File: src/rtl/apx_mon_pkg.sv
// Shared types and defaults for the approximate-adder error monitor.
package apx_mon_pkg;

  typedef enum logic [1:0] {
    IDLE   = 2'd0,
    RUN    = 2'd1,
    DRAIN  = 2'd2,
    REPORT = 2'd3
  } state_t;

  localparam int unsigned DEF_WIDTH  = 8;
  localparam int unsigned DEF_WINDOW = 256;
  localparam int unsigned DEF_ACC_W  = 24;
  localparam int unsigned DEF_ED_W   = DEF_WIDTH + 1;
  localparam int unsigned CNT_W      = 16;

endpackage

File: src/rtl/apx_ed_calc.sv
// Stage 1 of the monitor pipeline: registers the exact and approximate sums, and
// combinationally forms the error distance |exact - apx|. Optional: APXMON_CAPTURE_EN.
module apx_ed_calc
  import apx_mon_pkg::*;
#(
  parameter int unsigned WIDTH = DEF_WIDTH
) (
  input  logic             clk,
  input  logic             rst_n,
  input  logic             load,
  input  logic [WIDTH-1:0] a,
  input  logic [WIDTH-1:0] b,
  input  logic             cin,
  input  logic [WIDTH-1:0] s_apx,
  input  logic             cout_apx,
  output logic             valid,
  output logic [WIDTH:0]   ed
`ifdef APXMON_CAPTURE_EN
  ,
  output logic [WIDTH-1:0] op_a,
  output logic [WIDTH-1:0] op_b,
  output logic             op_cin
`endif
);

  logic [WIDTH:0] exact;
  logic [WIDTH:0] apx;

  always_ff @(posedge clk or negedge rst_n) begin
    if (!rst_n) begin
      valid <= 1'b0;
      exact <= '0;
      apx   <= '0;
    end else begin
      valid <= load;
      if (load) begin
        exact <= {1'b0, a} + {1'b0, b} + {{WIDTH{1'b0}}, cin};
        apx   <= {cout_apx, s_apx};
      end
    end
  end

`ifdef APXMON_CAPTURE_EN
  always_ff @(posedge clk or negedge rst_n) begin
    if (!rst_n) begin
      op_a   <= '0;
      op_b   <= '0;
      op_cin <= 1'b0;
    end else if (load) begin
      op_a   <= a;
      op_b   <= b;
      op_cin <= cin;
    end
  end
`endif

  always_comb begin
    ed = (exact >= apx) ? (exact - apx) : (apx - exact);
  end

endmodule

File: src/rtl/approx_sum_error_monitor.sv
// Error-statistics monitor for an approximate adder: windowed ED count/max/sum.
// Optional: APXMON_CAPTURE_EN adds capture of the first erroneous sample's operands.
module approx_sum_error_monitor
  import apx_mon_pkg::*;
#(
  parameter int unsigned WIDTH  = DEF_WIDTH,
  parameter int unsigned WINDOW = DEF_WINDOW,
  parameter int unsigned ACC_W  = DEF_ACC_W
) (
  input  logic             clk,
  input  logic             rst_n,
  input  logic             start,
  input  logic             in_valid,
  output logic             in_ready,
  input  logic [WIDTH-1:0] in_a,
  input  logic [WIDTH-1:0] in_b,
  input  logic             in_cin,
  input  logic [WIDTH-1:0] in_s_apx,
  input  logic             in_cout_apx,
  output logic             busy,
  output logic             done,
  output logic [CNT_W-1:0] sample_count,
  output logic [CNT_W-1:0] err_count,
  output logic [WIDTH:0]   max_ed,
  output logic [ACC_W-1:0] sum_ed
`ifdef APXMON_CAPTURE_EN
  ,
  output logic             cap_valid,
  output logic [WIDTH-1:0] cap_a,
  output logic [WIDTH-1:0] cap_b,
  output logic             cap_cin
`endif
);

  localparam int unsigned ED_W  = WIDTH + 1;
  localparam int unsigned SUM_W = ((ACC_W > ED_W) ? ACC_W : ED_W) + 1;

  state_t          state;
  logic            xfer;
  logic            go;
  logic            last_xfer;
  logic            s1_valid;
  logic [ED_W-1:0] s1_ed;
  logic            s2_valid;
  logic [ED_W-1:0] s2_ed;
  logic [SUM_W-1:0] sum_wide;
  logic [ACC_W-1:0] sum_next;

  always_comb begin
    in_ready  = (state == RUN);
    busy      = (state == RUN) || (state == DRAIN);
    xfer      = in_valid && in_ready;
    go        = start && ((state == IDLE) || (state == REPORT));
    last_xfer = xfer && (sample_count == CNT_W'(WINDOW - 1));
  end

`ifdef APXMON_CAPTURE_EN
  logic [WIDTH-1:0] s1_a;
  logic [WIDTH-1:0] s1_b;
  logic             s1_cin;
  logic [WIDTH-1:0] s2_a;
  logic [WIDTH-1:0] s2_b;
  logic             s2_cin;
`endif

  apx_ed_calc #(
    .WIDTH(WIDTH)
  ) u_ed_calc (
    .clk      (clk),
    .rst_n    (rst_n),
    .load     (xfer),
    .a        (in_a),
    .b        (in_b),
    .cin      (in_cin),
    .s_apx    (in_s_apx),
    .cout_apx (in_cout_apx),
    .valid    (s1_valid),
    .ed       (s1_ed)
`ifdef APXMON_CAPTURE_EN
    ,
    .op_a     (s1_a),
    .op_b     (s1_b),
    .op_cin   (s1_cin)
`endif
  );

  // No new samples enter in DRAIN, so once stage 1 is empty the stage-2 entry
  // retires on this same edge and the statistics are final after it.
  always_ff @(posedge clk or negedge rst_n) begin
    if (!rst_n) begin
      state <= IDLE;
      done  <= 1'b0;
    end else begin
      done <= 1'b0;
      case (state)
        IDLE:    if (start) state <= RUN;
        RUN:     if (last_xfer) state <= DRAIN;
        DRAIN:   if (!s1_valid) begin
                   state <= REPORT;
                   done  <= 1'b1;
                 end
        REPORT:  if (start) state <= RUN;
        default: state <= IDLE;
      endcase
    end
  end

  always_ff @(posedge clk or negedge rst_n) begin
    if (!rst_n) begin
      s2_valid <= 1'b0;
      s2_ed    <= '0;
    end else begin
      s2_valid <= s1_valid;
      s2_ed    <= s1_ed;
    end
  end

  always_comb begin
    sum_wide = SUM_W'(sum_ed) + SUM_W'(s2_ed);
    sum_next = (sum_wide > SUM_W'({ACC_W{1'b1}})) ? '1 : sum_wide[ACC_W-1:0];
  end

  always_ff @(posedge clk or negedge rst_n) begin
    if (!rst_n) begin
      sample_count <= '0;
      err_count    <= '0;
      max_ed       <= '0;
      sum_ed       <= '0;
    end else if (go) begin
      sample_count <= '0;
      err_count    <= '0;
      max_ed       <= '0;
      sum_ed       <= '0;
    end else begin
      if (xfer) sample_count <= sample_count + 1'b1;
      if (s2_valid) begin
        if (s2_ed != '0) err_count <= err_count + 1'b1;
        if (s2_ed > max_ed) max_ed <= s2_ed;
        sum_ed <= sum_next;
      end
    end
  end

`ifdef APXMON_CAPTURE_EN
  always_ff @(posedge clk or negedge rst_n) begin
    if (!rst_n) begin
      s2_a   <= '0;
      s2_b   <= '0;
      s2_cin <= 1'b0;
    end else begin
      s2_a   <= s1_a;
      s2_b   <= s1_b;
      s2_cin <= s1_cin;
    end
  end

  always_ff @(posedge clk or negedge rst_n) begin
    if (!rst_n) begin
      cap_valid <= 1'b0;
      cap_a     <= '0;
      cap_b     <= '0;
      cap_cin   <= 1'b0;
    end else if (go) begin
      cap_valid <= 1'b0;
      cap_a     <= '0;
      cap_b     <= '0;
      cap_cin   <= 1'b0;
    end else if (s2_valid && (s2_ed != '0) && !cap_valid) begin
      cap_valid <= 1'b1;
      cap_a     <= s2_a;
      cap_b     <= s2_b;
      cap_cin   <= s2_cin;
    end
  end
`endif

endmodule

File: config.mk
export PLATFORM = sky130hd
export DESIGN_NAME = approx_sum_error_monitor
export DESIGN_NICKNAME = d
export VERILOG_FILES = /design/src/rtl/apx_mon_pkg.sv /design/src/rtl/apx_ed_calc.sv /design/src/rtl/approx_sum_error_monitor.sv
export SDC_FILE = /design/constraint.sdc
export NUM_CORES = 1
export LEC_CHECK = 0
export CAP_MARGIN = 20
export CELL_PAD_IN_SITES_DETAIL_PLACEMENT = 0
export CELL_PAD_IN_SITES_GLOBAL_PLACEMENT = 1
export CORE_UTILIZATION = 49
export DETAILED_ROUTE_END_ITERATION = 16
export DONT_BUFFER_PORTS = 1
export MAX_ROUTING_LAYER = met4
export PLACE_DENSITY_LB_ADDON = 0.12
export SYNTH_ARGS = -nofsm -noshare
export SYNTH_HDL_FRONTEND = slang
export SYNTH_SLANG_ARGS = --single-unit
File: constraint.sdc
create_clock -name clk -period 2.8 [get_ports clk]
set_input_delay 0.42 -clock clk [delete_from_list [all_inputs] [get_ports clk]]
set_output_delay 0.42 -clock clk [all_outputs]
set_load 0.01 [all_outputs]
Yosys cells after proc, flatten, opt, wreduce, memory -nomap -nowiden --
Cells that the tools add are included.
Cells by class: eq/ne operators 7, add/sub/neg operators 7, reduce and logical (&&, ||, !) cells 15, order comparisons 3, multiplexer cells 18
Operators by type and width (count):
- $mux 16 | 5
- $mux 24 | 3
- $mux 9 | 4
- $add 16x1->16 const B | 2
- $add 24x9->25 | 1
- $gt 25x24->1 const B | 1
- $sub 9x9->9 | 2
- $eq 16x8->1 const B | 1
- $add 8x8->9 | 1
- $add 9x1->9 | 1
- $ge 9x9->1 | 1
- $gt 9x9->1 | 1
- $reduce_bool 9->1 | 1
- $reduce_bool 2->1 | 4
- $mux 2 | 3
- $pmux 2 s3 | 1
- $eq 2x2->1 const B | 2
- $ne 2x1->1 const B | 2
- $reduce_and 2->1 | 2
- $logic_and 1x1->1 | 3
- $reduce_and 3->1 | 1
- $eq 2x1->1 const B | 1
- $logic_not 2->1 | 1
- $logic_or 1x1->1 | 2
- other kinds (3) | 4
Word-level totals: logic and storage cells 61, output and inout port bits 68, input port bits 30, bits in registers 97

Logic depth before layout (Yosys ltp) --
Gate-level depths: netlist of the first run.
depth in word-level cells 5, mapped depth 11, gate-level depth less buffers 11

Modules after synthesis --
A second synthesis of the first run with hierarchy kept.
Second synthesis, totals: cell total of the unflattened synthesis 627, area total of the unflattened synthesis 6055.8 µm²
Modules (own cells, without submodules):
- approx_sum_error_monitor | cells an instance 420, area each 4234.1 µm², times used 1
- apx_ed_calc | cells an instance 207, area each 1821.7 µm², times used 1

Worst setup path after synthesis of the first run --
Ideal clock, no wire load.
path type register -> register, from register sum_ed[0], to register sum_ed[19], stages on the path, launching flop included 12, library setup time 0.099 ns, slack 0.484 ns, path buffers 1, clock period less this slack 2.316 ns, arrival 2.216 ns, cell sequence dfrtp_1 -> ha_1 -> inv_1 -> fa_1 -> nor2b_1 -> o21ai_0 -> a21oi_1 -> o21ai_1 -> a21o_1 -> buf_6 -> and2_4 -> a311oi_1
Between the ends: word-level cells in the longest chain between the ends 5
Ends and longest elaborated chain:
- start: declaration | line approx_sum_error_monitor.sv:25 | output logic [ACC_W-1:0] sum_ed
- start signal: assignment | line approx_sum_error_monitor.sv:139 | sum_ed <= sum_next;
- $add 24x9->25 (*) | line approx_sum_error_monitor.sv:119 | sum_wide = SUM_W'(sum_ed) + SUM_W'(s2_ed);
- $gt 25x24->1 | line approx_sum_error_monitor.sv:120 | sum_next = (sum_wide > SUM_W'({ACC_W{1'b1}})) ? '1 : sum_wide[ACC_W-1:0];
- $mux 24 (*) | line approx_sum_error_monitor.sv:120
- $mux 24 (*) | line approx_sum_error_monitor.sv:136 | if (s2_valid) begin
- $mux 24 (*) | line approx_sum_error_monitor.sv:129 | end else if (go) begin
Every way passes the cells marked *; elsewhere a longest branch is shown, timed or not. The select of a mux whose other input is x is not followed. A chain may end at the register's enable or synchronous reset.

Worst setup path after layout of the first run --
from register sum_ed[0], to register sum_ed[11]
The elaborated chain is that of the path after synthesis.

==> results by group, run 1 <==
CTS
  – CTS root buf: clkbuf_16
  – H-tree lvl count: 3
  – CTS Buf Count: 9
  – Post-CTS sizing: 0
  – Max clock buf depth: 2
  – Worst skew pair latency: about 0.34 ns
  – TritonCTS clock tree: built
  – # clock sinks: 97
  – Clock slew at reported path FFs: ~0.07 ns

Global routing
  – GRT overflow: 0
  – First-pass GRT wire length: 20900 microns
  – Initial antenna violation count: 0
  – Gr usage total: 0.216
  – Largest net degree at the start of global routing: 98
  – Number of global-route vias before repair: approximately 4400

Setup path
  – Max FO, Critical Path: 4
  – Critical Path Start: sum_ed[0]
  – Worst stage delay on the critical path: ~0.42 ns
  – Critical path's slowest cell: dfrtp_1
  – Crit path arrival time: approximately 2.8 ns
  – Required time worst endpoint: between 3 and 4 ns
  – Critical R2R Launch: sum_ed[0]
  – Setup CP Type: flop to flop
  – Setup crit end kind: flop
  – Worst-path cell chain: ha_1, inv_1, fa_1, nor2b_1, o21ai_0, a21oi_1, o21ai_1, a21o_1, and3_2, a221oi_2
  – CP Launch Type: flop

Detailed routing
  – Vias per inst: approximately 5.7
  – Antenna-violating nets left: 0
  – Routed vias: ~4300
  – Drt total wl: 12200 microns
  – Avg WL per Cell: about 16 microns
  – Residual DRC: 0
  – Starting DRT DRC Count: around 250
  – Pre-antenna DRT Iters: 5

Worst hold path
  – Tightest Hold Check Type: input pin to asynchronous set/reset pin

Timing
  – Period utilization: 0.913
  – Fin Hold WS: -0.0197 ns
  – RSZ-0062 raised after global routing: false
  – Final Hold Fails: 21
  – Max Freq: between 300 and 400 MHz
  – Slew Limit Fails: 0
  – Tmin final: approximately 2.6 ns
  – Final setup violation count: 0
  – Skew final: 0.00844 ns
  – Setup_tns: 0 ns
  – Max_slew headroom: 0.545
  – Measured slew at the worst slew-check pin: 0.678 ns

Placed design
  – DP Wirelength: about 8800 microns
  – Number of port buffers: 0
  – Placed cells: 736
  – Final GP Congestion: roughly 0.86

Synthesis
  – Netlist cell types: 58
  – Yosys warns: 0
  – Synth Instances: approximately 600
  – Commonest register cell after synthesis: dfrtp_1
  – Synthesized area: 0.00577 sq mm
  – Yosys reg bits: slightly below 100
  – Ys async rst share: 1.00
  – Sequential fraction of the synthesis area: 0.421
  – Syn avg cell area: 9.57 sq um
  – EDFF count, synth: 0
  – Syn nets: between 600 and 700

Layout
  – Antenna Cells: 0
  – Layout cells sized above 1: 0.0689
  – Final core occ: 0.551
  – P&R area growth vs syn: 9.43%
  – Final #Nets: between 600 and 700
  – Commonest non-fill, non-tap cell in the layout: dfrtp_1
  – Fin cells: 753
  – Most frequent cells in the layout: dfrtp_1, nor2_1, inv_1

Floorplan
  – Die Y: about 110 microns
  – Io pins: around 100
  – Initial Util: 0.503
  – Row count: 39
  – Die width: approximately 110 microns
  – Core area: between 0.01 and 0.015 sq mm
  – Total die area: about 0.012 sq mm

Job
  – Max-Cap Viols: 0

Run status
  – Outcome: finished with violations
  – Failing checks: negative hold slack

Power
  – P per Cell Area: roughly 1000 mW/mm^2
  – Leak pwr: ~3.0 nW
  – Max VDD drop: between 0.0006 and 0.0007 V
==> synthesized netlist by cell type (all sizes together), types with 10 or more instances <==
master | instances | share of area
dfrtp | 97 | 0.42
nor2 | 54 | 0.035
inv | 51 | 0.033
ha | 47 | 0.10
o21ai | 44 | 0.038
nand2 | 40 | 0.026
a21oi | 33 | 0.029
xor2 | 30 | 0.046
and3 | 17 | 0.020
nand3 | 17 | 0.015
xnor2 | 17 | 0.026
mux2i | 13 | 0.023
clkbuf | 12 | 0.0078
nand4 | 11 | 0.015
a31oi | 10 | 0.011
==> report_power, final <==
part | switching [mW] | leakage, nW | internal, mW | total, mW
sequential | 0.664 | 1.17 | 1.82 | 2.48
combinational | 1.38 | 1.62 | 1.16 | 2.53
clock | 0.543 | 0.171 | 0.905 | 1.45
==> final timing paths <==
path	to	slack (ns)	cells past startpoint
setup / recovery	sum_ed[11]	0.24	10
hold / removal	max_ed[3]	-0.02	1
min in group clk	u_ed_calc.apx[0]	0.19	2
hold reg to reg	s2_valid	0.42	0
setup reg to reg	sum_ed[11]	0.24	10
max in group asynchronous	sum_ed[18]	2.42	1
==> layer usage <==
| metal | routed length, microns | track usage | vias up |
|---|---|---|---|
| met5 | 0 | - | - |
| li1 | - | - | 2116 |
| met2 | 5630 | 0.341 | 121 |
| met3 | 624 | 0.0428 | 16 |
| met4 | 206 | 0.0800 | 0 |
| met1 | 5720 | 0.277 | 2032 |
==> area by class of cell <==
cell class | count | area [sq um]
clock buffers | 11 | 243
well taps | 143 | 179
clock inverters | 5 | 108
repair buffers | 12 | 110
inverters | 51 | 191
multi-input cells | 434 | 3060
fillers | 1022 | 5150
flip-flops and latches | 97 | 2430
==> cells by family after synthesis <==
kind of cell | Yosys count | share of synthesized area
AO/OA/AOI/OAI | 141 | 0.156
XOR/XNOR | 47 | 0.0713
adder cells (fa/ha/maj) | 52 | 0.119
buffers and inverters | 72 | 0.0499
flip-flops | 97 | 0.421
multiplexers | 14 | 0.0245
AND/OR/NAND/NOR | 180 | 0.158
==> critical path, delay by kind of cell, from the launching register on <==
family                     cells  cell delay (ns)
and+or+nand+nor                2             0.35
AOI/OAI and AO/OA              5             1.04
DFF                            1             0.42
adders and majority gates      2             0.59
buffers and inverters          1             0.06
==> registers in the layout, indices dropped and copies added, names as in the netlist <==
| signal | flops |
|---|---|
| sum_ed | 24 |
| err_count | 16 |
| sample_count | 16 |
| max_ed | 9 |
| s2_ed | 9 |
| u_ed_calc.apx | 9 |
| u_ed_calc.exact | 9 |
| state | 2 |
| done | 1 |
| s2_valid | 1 |
| u_ed_calc.valid | 1 |
==> repair_timing <==
item,4_1_cts,5_1_grt
setup buffers,0,0
hold endpoints to repair,97,0
hold buffers,1,0
==> per-stage QoR <==
step	power (mW)	instance area, sq um	setup slack (ns)
floorplan	4.37	5770	0.484
global placement	4.93	5940	0.334
detailed placement	5.00	5940	0.291
CTS	6.51	6320	0.255
global route	6.98	6320	0.0643
finish	6.46	6320	0.243
(Power assumes the default switching activity.)
==> run 2, diff against run 1 <==
--- a/config.mk
+++ b/config.mk
@@ -8,7 +8,7 @@
 export CAP_MARGIN = 20
 export CELL_PAD_IN_SITES_DETAIL_PLACEMENT = 0
 export CELL_PAD_IN_SITES_GLOBAL_PLACEMENT = 1
-export CORE_UTILIZATION = 49
+export CORE_UTILIZATION = 53
 export DETAILED_ROUTE_END_ITERATION = 16
 export DONT_BUFFER_PORTS = 1
 export MAX_ROUTING_LAYER = met4
==> constraint.sdc (replaced) <==
create_clock -name clk -period 3 [get_ports clk]
set_input_delay 0.45 -clock clk [delete_from_list [all_inputs] [get_ports clk]]
set_output_delay 0.45 -clock clk [all_outputs]
set_load 0.01 [all_outputs]
==> run 2 against run 1 <==
  * The run still ends with negative hold slack left
  * Die area shrank 7.4%
  * Largest cell class unchanged
  * Critical path type unchanged
  * Final cell count shrank 2.0%
  * Combinational power shrank 8.3%
  * Register-to-register slack gained 0.03 ns
  * Wire length shrank 3.2%
  * Clock power shrank 39%
  * Setup slack gained 0.033 ns
  * First-iteration DRC count shrank 0.82%
  * Global-route usage grew 1.1 points
  * Clock skew grew 0.0037 ns
  * Utilization grew 3.3 points
  * Hold slack gained 0.0064 ns
==> results by group, run 2 (same netlist as run 1, synthesis figures left out) <==
Run status
  – Outcome: finished with violations
  – Failing checks: negative hold slack

Setup path
  – Worst stage delay on the critical path: 0.43 ns
  – Reg2reg end: sum_ed[11]
  – CP bufs+invs: 1
  – Critical R2R Launch: sum_ed[0]
  – Setup crit end kind: flop
  – Delay-heaviest family, CP: compound AO/OA/AOI/OAI gates
  – Required time worst endpoint: approximately 3.3 ns
  – Crit path arrival time: 3.01 ns
  – WP depth: 10
  – Critical path's slowest cell: dfrtp_1
  – Reg2reg path depth: 10
  – Critical Path Start: sum_ed[0]
  – Max FO, Critical Path: 11
  – Setup CP Type: flop to flop
  – CP Launch Type: flop
  – Crit path to: sum_ed[11]
  – R2R Setup Slk: approximately 0.28 ns
  – Worst-path cell chain: ha_1, inv_1, fa_1, nor2b_1, o21ai_0, a21oi_1, o21ai_1, a21o_1, and3_2, a221oi_2

CTS
  – CTS Buf Count: 9
  – Worst skew pair latency: roughly 0.37 ns
  – Max clock buf depth: 2
  – # clock sinks: 97
  – CTS root buf: clkbuf_8
  – Post-CTS Setup Bufs: 0
  – TritonCTS clock tree: built
  – H-tree lvl count: 3
  – Clock slew at reported path FFs: 0.10 ns

Timing
  – Max Freq: ~370 MHz
  – Final Hold Fails: 11
  – Fin worst setup slack: between 0.2 and 0.3 ns
  – Tmin final: around 2.7 ns
  – Final setup violation count: 0
  – Skew final: roughly 0.012 ns
  – Period utilization: 0.908
  – Fin Hold WS: -0.0133 ns
  – RSZ-0062 raised after global routing: false
  – Slew Limit Fails: 0
  – Setup_tns: 0 ns
  – Measured slew at the worst slew-check pin: around 0.64 ns
  – Max_slew headroom: 0.568

Layout
  – Area taken by flip-flops and latches: about 0.0024 sq mm
  – Most frequent cells in the layout: dfrtp_1, nor2_1, inv_1
  – Final #Nets: around 700
  – Filler instances: 945
  – Antenna Cells: 0
  – Number of flip-flops in the largest register: 24
  – Fin cells: about 740
  – Layout cells sized above 1: 0.0598
  – Commonest non-fill, non-tap cell in the layout: dfrtp_1
  – Area occupied by multi-input gates: 0.00306 sq mm
  – Top reg by flops: sum_ed
  – Leading registers by flop count: sum_ed x24, err_count x16, sample_count x16
  – Final core occ: 0.584
  – P&R area growth vs syn: 5.85%

Detailed routing
  – Antenna-violating nets left: 0
  – Avg WL per Cell: about 16 microns
  – Vias per inst: around 5.7
  – Pre-antenna DRT Iters: 4
  – Routed vias: around 4200
  – Residual DRC: 0
  – Drt total wl: approximately 12000 microns
  – Starting DRT DRC Count: about 240

Placed design
  – Number of port buffers: 0
  – Dpl ws: 0.294 ns
  – Final GP Congestion: approximately 0.9
  – Placed cells: a little over 700
  – DP Wirelength: 8710 microns

Floorplan
  – Total die area: approximately 0.011 sq mm
  – Die width: about 110 microns
  – Die Y: ~110 microns
  – Core area: 0.0105 sq mm
  – Io pins: 98
  – Initial Util: 0.552
  – Row count: 37

Global routing
  – First-pass GRT wire length: just under 20000 microns
  – GRT overflow: 0
  – Number of global-route vias before repair: about 4200
  – Gr usage total: 0.227
  – Initial antenna violation count: 0
  – Largest net degree at the start of global routing: 98

Worst hold path
  – Tightest Hold Check Type: input pin to asynchronous set/reset pin

Power
  – Max VDD drop: roughly 0.00047 V
  – P per Cell Area: roughly 900 mW/mm^2
  – Leak pwr: around 2.8 nW
  – Power, Total: about 5.5 mW

Job
  – Max-Cap Viols: 0
run 2: worst min-delay path by stage:
stage / slack (ns) / from / to / cells after the start
final: -0.01 / rst_n / max_ed[6] / 1
after global routing: 0.007 / rst_n / sum_ed[3] / 1
after CTS: 0.006 / rst_n / sum_ed[9] / 1
after detailed placement: 0.16 / rst_n / sum_ed[3] / 0
after global placement: 0.16 / rst_n / sum_ed[3] / 0
after floorplan: 0.15 / rst_n / done / 0
run 2: layout make-up:
class | count | area share
Multi-Input combinational cell | 434 | 0.501
Clock buffer | 10 | 0.0225
Timing Repair Buffer | 5 | 0.00942
Tap cell | 136 | 0.0279
Clock inverter | 5 | 0.0104
Inverter | 51 | 0.0313
Sequential cell | 97 | 0.397
run 2: timing repair:
action	in CTS	in global routing
setup endpoints to repair	0	1
hold buffers	1	0
gates resized for setup	0	1
endpoints found under the hold margin	97	0
run 2: metal layers:
layer | up-vias | track usage | wire, microns
met5 | - | - | 0
met4 | 0 | 0.0724 | 208
met3 | 18 | 0.0613 | 615
met2 | 106 | 0.372 | 5680
met1 | 2016 | 0.274 | 5290
li1 | 2083 | - | -
run 2: through the flow:
step	hold WS [ns]	area (sq um)
final	-0.0133	6110
after global routing	0.00679	6110
after CTS	0.00613	6110
after detailed placement	0.156	5880
after global placement	0.156	5880
after floorplan	0.154	5770
run 2: power by group:
part / internal [mW] / total, mW / switching (mW) / leakage, nW
Clock: 0.411 / 0.885 / 0.473 / 0.0994
Combinational: 1.06 / 2.32 / 1.26 / 1.58
Sequential: 1.69 / 2.32 / 0.627 / 1.17
